[src/rtl/vga_capture.sv]
`default_nettype none
// ============================================================================
// Module   : vga_capture
// Purpose  : Samples a VGA sync/RGB stream, recovers pixel coordinates, checks
//            sync timing against the nominal raster and reports frame stats.
// Revision : 1.0
// ============================================================================
module vga_capture #(
   parameter int H_DISPLAY    = 640,
   parameter int H_SYNC_START = 656,
   parameter int H_TOTAL      = 800,
   parameter int V_DISPLAY    = 480,
   parameter int V_SYNC_START = 490,
   parameter int V_TOTAL      = 525
) (
   input  logic        clk,
   input  logic        rst_n,
   input  logic        i_hsync,
   input  logic        i_vsync,
   input  logic [1:0]  i_red,
   input  logic [1:0]  i_green,
   input  logic [1:0]  i_blue,
   output logic [9:0]  o_hpos,
   output logic [9:0]  o_vpos,
   output logic [5:0]  o_pixel,
   output logic        o_pixel_valid,
   output logic        o_locked,
   output logic        o_frame_start,
   output logic        o_sync_err,
   output logic [7:0]  o_err_count,
   output logic [18:0] o_lit_count
);

   localparam logic [9:0] c_H_DISP   = 10'(H_DISPLAY);
   localparam logic [9:0] c_H_SYNC   = 10'(H_SYNC_START);
   localparam logic [9:0] c_H_SYNC_1 = 10'(H_SYNC_START + 1);
   localparam logic [9:0] c_H_LAST   = 10'(H_TOTAL - 1);
   localparam logic [9:0] c_V_DISP   = 10'(V_DISPLAY);
   localparam logic [9:0] c_V_SYNC   = 10'(V_SYNC_START);
   localparam logic [9:0] c_V_LAST   = 10'(V_TOTAL - 1);

   localparam logic [1:0] c_SEARCH = 2'd0;
   localparam logic [1:0] c_LINE   = 2'd1;
   localparam logic [1:0] c_LOCKED = 2'd2;

   // s1 sample and s2 (previous s1 sync) registers
   logic        r_hs1;
   logic        r_vs1;
   logic        r_hs2;
   logic        r_vs2;
   logic [5:0]  r_pix;

   // h/v counters always describe the s1 sample
   logic [9:0]  r_h;
   logic [9:0]  r_v;
   logic [1:0]  r_state;
   logic [7:0]  r_err;
   logic [18:0] r_acc;
   logic        r_acc_ok;
   logic [18:0] r_lit;

   logic        w_hedge;
   logic        w_vedge;
   logic        w_locked;
   logic        w_at_hs;
   logic        w_at_vs;
   logic        w_viol;
   logic        w_valid;
   logic        w_fstart;
   logic        w_lit;
   logic [9:0]  w_h_next;
   logic [9:0]  w_v_next;
   logic [1:0]  w_state_next;

   assign w_hedge  = ~r_hs1 & r_hs2;
   assign w_vedge  = ~r_vs1 & r_vs2;
   assign w_locked = (r_state == c_LOCKED);
   assign w_at_hs  = (r_h == c_H_SYNC);
   assign w_at_vs  = (r_h == 10'd0) && (r_v == c_V_SYNC);

   // Any missing or misplaced sync edge is one violation, however many terms fire
   assign w_viol = w_locked & ((w_hedge & ~w_at_hs) |
                               (w_vedge & ~w_at_vs) |
                               (w_at_hs & ~w_hedge) |
                               (w_at_vs & ~w_vedge));

   assign w_valid  = w_locked && (r_h < c_H_DISP) && (r_v < c_V_DISP);
   assign w_fstart = w_locked && (r_h == 10'd0) && (r_v == 10'd0);
   assign w_lit    = w_valid && (r_pix != 6'd0);

   always_comb begin
      w_h_next = r_h + 10'd1;
      w_v_next = r_v;
      if (r_h == c_H_LAST) begin
         w_h_next = 10'd0;
         w_v_next = (r_v == c_V_LAST) ? 10'd0 : r_v + 10'd1;
      end
      // Sync edges re-anchor the counters in every state; vsync also fixes the line
      if (w_vedge) begin
         w_h_next = 10'd1;
         w_v_next = c_V_SYNC;
      end else if (w_hedge) begin
         w_h_next = c_H_SYNC_1;
         w_v_next = r_v;
      end
   end

   always_comb begin
      w_state_next = r_state;
      case (r_state)
         c_SEARCH: if (w_hedge) w_state_next = c_LINE;
         c_LINE:   if (w_vedge) w_state_next = c_LOCKED;
         c_LOCKED: if (w_viol)  w_state_next = c_LINE;
         default:  w_state_next = c_SEARCH;
      endcase
   end

   always_ff @(posedge clk or negedge rst_n) begin
      if (!rst_n) begin
         r_hs1   <= 1'b0;
         r_vs1   <= 1'b0;
         r_hs2   <= 1'b0;
         r_vs2   <= 1'b0;
         r_pix   <= 6'd0;
         r_h     <= 10'd0;
         r_v     <= 10'd0;
         r_state <= c_SEARCH;
      end else begin
         r_hs1   <= i_hsync;
         r_vs1   <= i_vsync;
         r_hs2   <= r_hs1;
         r_vs2   <= r_vs1;
         r_pix   <= {i_red, i_green, i_blue};
         r_h     <= w_h_next;
         r_v     <= w_v_next;
         r_state <= w_state_next;
      end
   end

   always_ff @(posedge clk or negedge rst_n) begin
      if (!rst_n) begin
         r_err <= 8'd0;
      end else if (w_viol && (r_err != 8'hFF)) begin
         r_err <= r_err + 8'd1;
      end
   end

   // Lit accumulator: a frame is published only if it was seen whole while locked
   always_ff @(posedge clk or negedge rst_n) begin
      if (!rst_n) begin
         r_acc    <= 19'd0;
         r_acc_ok <= 1'b0;
         r_lit    <= 19'd0;
      end else begin
         if (w_fstart) begin
            if (r_acc_ok) begin
               r_lit <= r_acc;
            end
            r_acc    <= {18'd0, w_lit};
            r_acc_ok <= 1'b1;
         end else if (w_lit) begin
            r_acc <= r_acc + 19'd1;
         end
         if (!w_locked || w_viol) begin
            r_acc_ok <= 1'b0;
         end
      end
   end

   assign o_hpos        = r_h;
   assign o_vpos        = r_v;
   assign o_pixel       = r_pix;
   assign o_pixel_valid = w_valid;
   assign o_locked      = w_locked;
   assign o_frame_start = w_fstart;
   assign o_sync_err    = w_viol;
   assign o_err_count   = r_err;
   assign o_lit_count   = r_lit;

endmodule
`default_nettype wire

[config.mk]
export PLATFORM = sky130hd
export DESIGN_NAME = vga_capture
export DESIGN_NICKNAME = d
export VERILOG_FILES = /design/src/rtl/vga_capture.sv
export SDC_FILE = /design/constraint.sdc
export NUM_CORES = 1
export LEC_CHECK = 0
export BUFFER_PORTS_ARGS = -buffer_cell sky130_fd_sc_hd__buf_2
export CAP_MARGIN = 20
export CORE_ASPECT_RATIO = 1.1
export CORE_MARGIN = 8
export CORE_UTILIZATION = 58
export CTS_BUF_LIST = sky130_fd_sc_hd__clkbuf_8
export DETAILED_ROUTE_END_ITERATION = 12
export MAX_ROUTING_LAYER = met4
export PLACE_DENSITY = 0.89
export SETUP_SLACK_MARGIN = 0.4
export SLEW_MARGIN = 20
export SYNTH_ARGS = -nofsm -noshare
export SYNTH_HDL_FRONTEND = slang
export SYNTH_SLANG_ARGS = --single-unit
[constraint.sdc]
create_clock -name clk -period 2.8 [get_ports clk]
set_clock_uncertainty 0.2 [all_clocks]
set_input_delay 0.56 -clock clk [delete_from_list [all_inputs] [get_ports clk]]
set_output_delay 0.56 -clock clk [all_outputs]
set_load 0.02 [all_outputs]
==> Yosys cells after proc, flatten, opt, wreduce, memory -nomap -nowiden <==
Cells that the tools add are included.
{ "word_totals": {"regBits": 79} }
{ "op_classes": {"addsub": 4, "order_cmp": 2, "eq_ne": 11, "mux": 15, "bitwise": 16, "reduce_logical": 19} }
{ "op_table": {"columns": ["operator", "n"], "rows": [
  ["$mux W10", 7],
  ["$mux W19", 2],
  ["$eq A10 B10 Y1 const B", 3],
  ["$add A10 B1 Y10 const B", 2],
  ["$logic_not A10 Y1", 2],
  ["$add A19 B1 Y19 const B", 1],
  ["$eq A10 B9 Y1 const B", 1],
  ["$lt A10 B10 Y1 const B", 1],
  ["$lt A10 B9 Y1 const B", 1],
  ["$add A8 B1 Y8 const B", 1],
  ["$ne A8 B8 Y1 const B", 1],
  ["$and A1 B1 Y1", 7],
  ["$logic_and A1 B1 Y1", 7],
  ["$mux W2", 3],
  ["$not A1 Y1", 6],
  ["$pmux W2 S3", 1],
  ["$reduce_bool A2 Y1", 3],
  ["$reduce_bool A6 Y1", 1],
  ["$ne A2 B1 Y1 const B", 2],
  ["$ne A2 B2 Y1 const B", 2],
  ["$reduce_and A2 Y1", 2],
  ["$or A1 B1 Y1", 3],
  ["$reduce_and A3 Y1", 1],
  ["$eq A2 B1 Y1 const B", 1],
  ["5 further kinds", 6]
]} }

==> Depth between registers and ports, before layout <==
Gate-level depths: netlist (run 1).
{ "logic_depth": {"depth_word": 10, "depth_mapped": 9} }

==> Least setup slack after synthesis (run 1) <==
No wires, ideal clock.
{ "synth_path": {"path_kind": "register -> output", "startpoint": "register r_v[0], in the netlist o_vpos[0]", "endpoint": "output o_frame_start", "arrival_ps": 2005, "required_ps": 2040, "setup_slack_ps": 35, "path_stages_with_launch": 7, "path_buffers": 1, "path_cell_list": "dfrtp_1 > inv_1 > ha_1 > or4b_1 > nor3_2 > and4_1 > clkbuf_1"} }
{ "synth_between": {"elab_chain_cells": 2} }
{ "synth_lines": {"columns": ["element", "line_no", "source"], "rows": [
  ["start, declared", "55", "logic [9:0] r_v;"],
  ["start signal, assigned", "135", "r_v <= w_v_next;"],
  ["$logic_not A10 Y1", "88", "assign w_fstart = w_locked && (r_h == 10'd0) && (r_v == 10'd0);"],
  ["$logic_and A1 B1 Y1", "88", null],
  ["end, declared", "28", "output logic o_frame_start,"]
]} }
Every way passes these cells.

==> Final worst setup path (run 1) <==
{ "layout_path": {"startpoint": "register r_h[5], in the netlist o_hpos[5]", "endpoint": "output o_frame_start"} }
{ "layout_between": {"elab_chain_cells": 3} }
{ "layout_lines": {"columns": ["element", "line_no", "source"], "rows": [
  ["start, declared", "54", "logic [9:0] r_h;"],
  ["start signal, assigned", "134", "r_h <= w_h_next;"],
  ["$logic_not A10 Y1", "88", null],
  ["$logic_and A1 B1 Y1 (2 in a row)", "88", null]
]} }
Every way passes these cells.

==> results of run 1 <==
[repair_timing]
item / CTS / global route
setup buffers: 9 / 6
hold endpoints to repair: 0 / 0
setup endpoints to repair: 33 / 42
pin swaps: 11 / 16
gates cloned: 0 / 1
resized for setup: 15 / 26
[cell families (layout without fill, tap and decap cells)]
group / Yosys count / in the layout / share of synthesized area [%]
AND/OR/NAND/NOR: 156 / 156 / 23.8
flip-flops: 79 / 79 / 51.9
buffers and inverters: 21 / 118 / 2.23
XOR/XNOR: 27 / 27 / 6.20
AO/OA/AOI/OAI: 43 / 43 / 6.89
adder cells (fa/ha/maj): 7 / 7 / 2.30
multiplexers: 23 / 23 / 6.76
[cells in the final DEF, fill, tap and decap left out, drive strengths merged, types with 2 or more instances in the layout]
cell    count
nor3       13
clkinv      4
nor2       43
and4        4
and2        2
or4         2
nor2b       3
nor4        5
and3       14
dfrtp      79
xor2       13
nand2      23
nand2b      9
ha          7
a21oi      19
nand4      12
nand3      14
xnor2      14
or3         4
buf        91
o21ai      15
mux2       22
clkbuf     10
a21o        2
inv        11
nor4b       2
[cell type report]
cell class / count / area, sq um
Timing Repair Buffer: 92 / 598
Fill cell: 406 / 1650
Tap cell: 82 / 103
Sequential cell: 79 / 1990
Multi-Input combinational cell: 256 / 1910
Inverter: 10 / 37.5
Clock buffer: 9 / 124
Clock inverter: 7 / 65.1
[worst max path at each step]
stage / startpoint / slack [ps] / endpoint / cells past startpoint
final: o_hpos[5]$_DFF_PN0_ / -90 / o_frame_start / 5
after CTS: o_hpos[5]$_DFF_PN0_ / -50 / o_sync_err / 6
after floorplan: o_vpos[0]$_DFFE_PN0P_ / 290 / o_frame_start / 6
after global routing: o_hpos[5]$_DFF_PN0_ / -150 / o_sync_err / 6
after global placement: o_hpos[4]$_DFF_PN0_ / 250 / o_sync_err / 6
after detailed placement: o_hpos[0]$_DFF_PN0_ / 200 / o_sync_err / 8
[flip-flops by register name, indices dropped and copies added, names as in the netlist]
name	cells
o_err_count	8
r_hs1	1
r_acc_ok	1
o_vpos	10
o_hpos	10
r_vs1	1
r_acc	19
r_vs2	1
o_lit_count	19
o_pixel	6
r_hs2	1
r_state	2
[worst register-to-register path, cell delays in order (launching register included)]
cell,delay [ps]
dfrtp_2,410
or4_4,570
nor3b_4,230
a41o_2,250
nor2_4,50
buf_4,150
buf_12,140
nor3_4,210
mux2_4,330
[power groups by stage]
stage / clock [mW] / sequential, mW / combinational, mW
after floorplan: 0 / 1.33 / 0.162
after global placement: 0 / 1.29 / 0.314
after detailed placement: 0 / 1.30 / 0.324
after CTS: 0.826 / 1.28 / 0.357
after global routing: 0.886 / 1.29 / 0.437
final: 0.815 / 1.28 / 0.397
[per-layer routing]
layer	global-route usage, %	vias up	wire length, um
met3	3.95	28	500
met1	22.9	1525	3760
li1	-	1444	-
met5	-	-	0
met2	34.8	118	4840
met4	9.06	0	276
[stage by stage]
| stage | instance area [sq um] | worst slack [ps] |
|---|---|---|
| 6_report | 4820 | -88.4 |
| 5_1_grt | 4820 | -145 |
| 4_1_cts | 4630 | -45.6 |
| 3_5_place_dp | 4310 | 201 |
| 3_3_place_gp | 4310 | 250 |
| 2_1_floorplan | 3860 | 290 |
==> metrics.yaml, run 1 <==
finish:
  post-route-util_pct: 74.5
  area_growth_pct: 26.5
  final_cells: 535
  drive_above_1_share_pct: 37.7
  diodes: 0
  nets: 465
worst_setup_path:
  cp_num_buf_inv: 2
  r2r_end: "o_err_count[1]$_DFFE_PN0P_"
  rr_worst_depth: 8
  path_max_fanout: 3
  path_class: "reg -> out"
  cpPeakStageDelay_ps: 570
  cpLargestDelayFamily: "simple AND/OR/NAND/NOR gates"
  r2r-start: "o_hpos[5]$_DFF_PN0_"
  endpoint_kind: "output port"
  crit_chain: "or4_4 -> nor3b_4 -> buf_4 -> and4_4 -> buf_6"
  crit_slowest_cell: "or4_4"
  ff2ff_setup_slack_ps: 140
  cp_data_arrival_time_ps: 2130
  worstPathRequired_ps: 2040
  cp-start-kind: "register"
power:
  p_leak_nw: 2.33
  seq_power_share_pct: 51.4
  power_density_nw_per_um2: 517
  internal_power_mw: 1.77
  sw_frac_of_total_pct: 28.9
  power.switching_mw: 0.721
  power_frac_comb_pct: 15.9
  p_clk_share_pct: 32.7
  peakVddDrop_mv: 0.421
  finalPower_mw: 2.49
synth:
  netlist_top_cells_count: "dfrtp_1, nor2_1, nand2_1, a21oi_1, mux2_2"
  yosysSeqAreaShare_pct: 51.9
  ys.flop_type: "dfrtp_1"
  synth_edf_count: 0
  synth_top_area_cell: "dfrtp_1"
  postSynthCellCount: 356
  synthesis.nets: 373
  synth_top_area_share_pct: 51.9
  syn_area_per_cell_sq_um: 10.7
  yosysUniqueCellTypes: 50
  synth_area_leaders: "dfrtp_1, mux2_2, nor2_1, xnor2_1, xor2_1"
  synth_warnings: 0
  async_reset_ff_share_pct: 100
  ys_ff_latch: 79
  syn_area_sq_um: 3810
  yosysMostFrequentCell: "dfrtp_1"
detailed_routing:
  first_pass_iters: 4
  routed_wl_mm: 9.37
  drt_iter0_markers: 123
  drc: 0
  via_per_inst: 5.82
  wl_per_cell_um: 17.5
  drtAntennaViolNets: 0
  vias: 3115
clock_network:
  cts_buffer_depth: 2
  insertion_delay_ps: 360
  root_buffer: "clkbuf_8"
  postCtsHoldBufs: 0
  clk_pin_slew_ps: 80
  tritoncts: "yes"
  cts-buffers-inserted: 9
  htreeDepth: 3
  clock_sinks: 79
timing:
  whs_ps: 23.4
  postLayoutSetupSlackWorst_ps: -88.4
  rsz0062_at_grt: "yes"
  min_period_ps: 2890
  final-setup-viol-count: 2
  fmax_mhz: 346
  hold_viol: 0
  slew_headroom_pct: 56.2
  tightest_slew_ps: 658
  min_period_over_period_pct: 103
  fin_tns_setup_ps: -164
  slew_violations: 0
die:
  die_y_um: 101
  std_cell_rows: 31
  coreArea_sq_um: 6480
  ios: 67
  fp.dieW_um: 93.3
  dieArea_sq_um: 9430
  start_util_pct: 58.9
outcome:
  status: "complete, but fails checks"
  violations: "negative setup slack"
place:
  placed_cells: 503
  dp_hpwl_mm: 6.17
  routabilityCongestion: 0.927
  port_buffers: 66
grt:
  grt_util_all_layers_pct: 20.5
  antenna_found_initial: 0
  grt_pass1_wl_mm: 15.1
  grt_pass1_vias: 3228
  overflow: 0
  grt_max_degree: 54
job:
  cap_viol_max_count: 0
min_path:
  hold_path_class: "in -> async"
Power figures use the tool's default switching activity.
==> inputs of run 2 (changes only) <==
- RECOVER_POWER: not set -> 100
==> run 2 against run 1 <==
  * The flow still finishes with violations (negative setup slack)
  * Flip-flop and latch count stayed put
  * Maximum frequency is 0.19% higher
  * Register-to-register slack hardly changed
  * Critical path depth stayed put
  * Clock power hardly changed
  * Die area stayed put
  * Clock-buffer cell count stayed put
  * Critical endpoint unchanged
==> metrics.yaml, run 2 (synthesis gave the netlist of run 1 again) <==
worst_setup_path:
  path_class: "reg -> out"
  cp_num_buf_inv: 2  # unchanged
  cpPeakStageDelay_ps: 570  # about the same
  r2r_end: "o_err_count[1]$_DFFE_PN0P_"
  crit_chain: "or4_4 -> nor3b_4 -> buf_4 -> and4_4 -> buf_6"
  cp-start-kind: "register"
  endpoint_kind: "output port"
  path_max_fanout: 3  # unchanged
  ff2ff_setup_slack_ps: 140  # about the same
  worstPathRequired_ps: 2040  # about the same
  cp_data_arrival_time_ps: 2120  # about the same
  r2r-start: "o_hpos[5]$_DFF_PN0_"
  crit_slowest_cell: "or4_4"
  cpLargestDelayFamily: "simple AND/OR/NAND/NOR gates"
  rr_worst_depth: 8  # unchanged
  crit_path_start: "o_hpos[5]$_DFF_PN0_"
outcome:
  violations: "negative setup slack"
  status: "complete, but fails checks"
detailed_routing:
  vias: 3103  # -0.39%
  via_per_inst: 5.80  # -0.39%
  first_pass_iters: 7  # +3
  wl_per_cell_um: 17.5  # +0.20%
  drc: 0  # unchanged
  drt_iter0_markers: 160  # +30%
  drtAntennaViolNets: 0  # unchanged
  routed_wl_mm: 9.39  # +0.20%
timing:
  slew_violations: 0  # unchanged
  fin_tns_setup_ps: -155  # +9.45 ps
  slew_headroom_pct: 14.2  # -42 points
  rsz0062_at_grt: "yes"
  min_period_over_period_pct: 103  # -0.20 points
  final-setup-viol-count: 2  # unchanged
  min_period_ps: 2880  # -5.50 ps
  tightest_slew_ps: 1290  # +630 ps
  fmax_mhz: 347  # +0.19%
  hold_viol: 0  # unchanged
  postLayoutSetupSlackWorst_ps: -82.9  # +5.50 ps
grt:
  grt_util_all_layers_pct: 20.5  # unchanged
  grt_pass1_vias: 3228  # unchanged
  grt_max_degree: 54  # unchanged
  use_met1_pct: 22.9  # unchanged
  met3_usage_pct: 3.95  # unchanged
  grt_pass1_wl_mm: 15.1  # unchanged
  grtUsageMet2_pct: 34.8  # unchanged
  antenna_found_initial: 0  # unchanged
  globalRoute.busiestLayer: "met2"
  overflow: 0  # unchanged
clock_network:
  tritoncts: "yes"
  postCtsHoldBufs: 0  # unchanged
  cts-buffers-inserted: 9  # unchanged
  insertion_delay_ps: 360  # about the same
  htreeDepth: 3  # unchanged
  clock_sinks: 79  # unchanged
  clk_pin_slew_ps: 80  # about the same
  root_buffer: "clkbuf_8"
  cts_buffer_depth: 2  # unchanged
finish:
  post-route-util_pct: 73.6  # -0.89 points
  layout_commonest_cell: "dfrtp_1"
  nets: 465  # unchanged
  drive_above_1_share_pct: 29.8  # -7.9 points
  diodes: 0  # unchanged
  layout_common_cells: "dfrtp_1, nor2_1, clkbuf_1"
  area_growth_pct: 25.0
power:
  p_leak_nw: 2.19  # -6.2%
  peakVddDrop_mv: 0.415  # -1.5%
  power_density_nw_per_um2: 522  # +0.88%
min_path:
  worstHoldStart: "i_blue[1]"
  hold_path_class: "in -> reg"
  min_path_cells: 1
  min_to: "o_pixel[1]$_DFF_PN0_"
die:
  coreArea_sq_um: 6480  # unchanged
  std_cell_rows: 31  # unchanged
  start_util_pct: 58.9  # unchanged
  die_y_um: 101  # unchanged
  fp.dieW_um: 93.3  # unchanged
  ios: 67  # unchanged
  dieArea_sq_um: 9430  # unchanged
place:
  dp_hpwl_mm: 6.17  # unchanged
  port_buffers: 66  # unchanged
  routabilityCongestion: 0.927  # unchanged
job:
  cap_viol_max_count: 0  # unchanged
==> run 2: layout make-up <==
type	instances	area [sq um]
tap	82	103
sequential	79	1990
multi-input combinational	256	1910
timing repair buffer	92	541
clock buffer	9	124
clock inverter	7	65.1
inverter	10	37.5
fill	433	1710
==> run 2: report_power, final <==
part / total, mW / switching [mW] / internal (mW)
clock: 0.815 / 0.410 / 0.405
combinational: 0.389 / 0.231 / 0.158
sequential: 1.28 / 0.0801 / 1.20
total: 2.49 / 0.721 / 1.77
==> run 2: worst max-delay path by stage <==
stage,end,slack [ps],depth (start not counted)
detailed placement,o_sync_err,200,8
global route,o_sync_err,-150,6
global placement,o_sync_err,250,6
floorplan,o_frame_start,290,6
CTS,o_sync_err,-50,6
finish,o_frame_start,-80,5
==> run 2: metal layers <==
| metal | part of all wire (%) | up-vias |
|---|---|---|
| met3 | 5.3 | 24 |
| met4 | 2.6 | 0 |
| met2 | 52 | 115 |
| met1 | 40 | 1521 |
| li1 | - | 1443 |
| met5 | 0 | - |
==> run 2: timing repair <==
item                                    in CTS  in global routing
gates cloned                                 0                  1
pin swaps                                   11                 16
gates resized for setup                     15                 26
endpoints found under the setup margin      33                 42
buffers inserted                             9                  6
==> run 2: worst register-to-register path: stages (launching register included) <==
cell and delay (ps):
dfrtp_2 410, or4_4 570, nor3b_4 230, a41o_2 250
nor2_4 50, buf_4 150, buf_12 140, nor3_4 210
mux2_4 330
==> run 2: per-stage QoR <==
stage / setup slack, ps / area, sq um / cells / power, mW / hold WS [ps]
finish: -82.9 / 4770 / 535 / 2.49 / 105
CTS: -45.6 / 4630 / 528 / 2.46 / 57.3
detailed placement: 201 / 4310 / 503 / 1.62 / 177
floorplan: 290 / 3860 / 356 / 1.50 / 64.4
global route: -145 / 4770 / 535 / 2.61 / 88.6
global placement: 250 / 4310 / 503 / 1.61 / 172
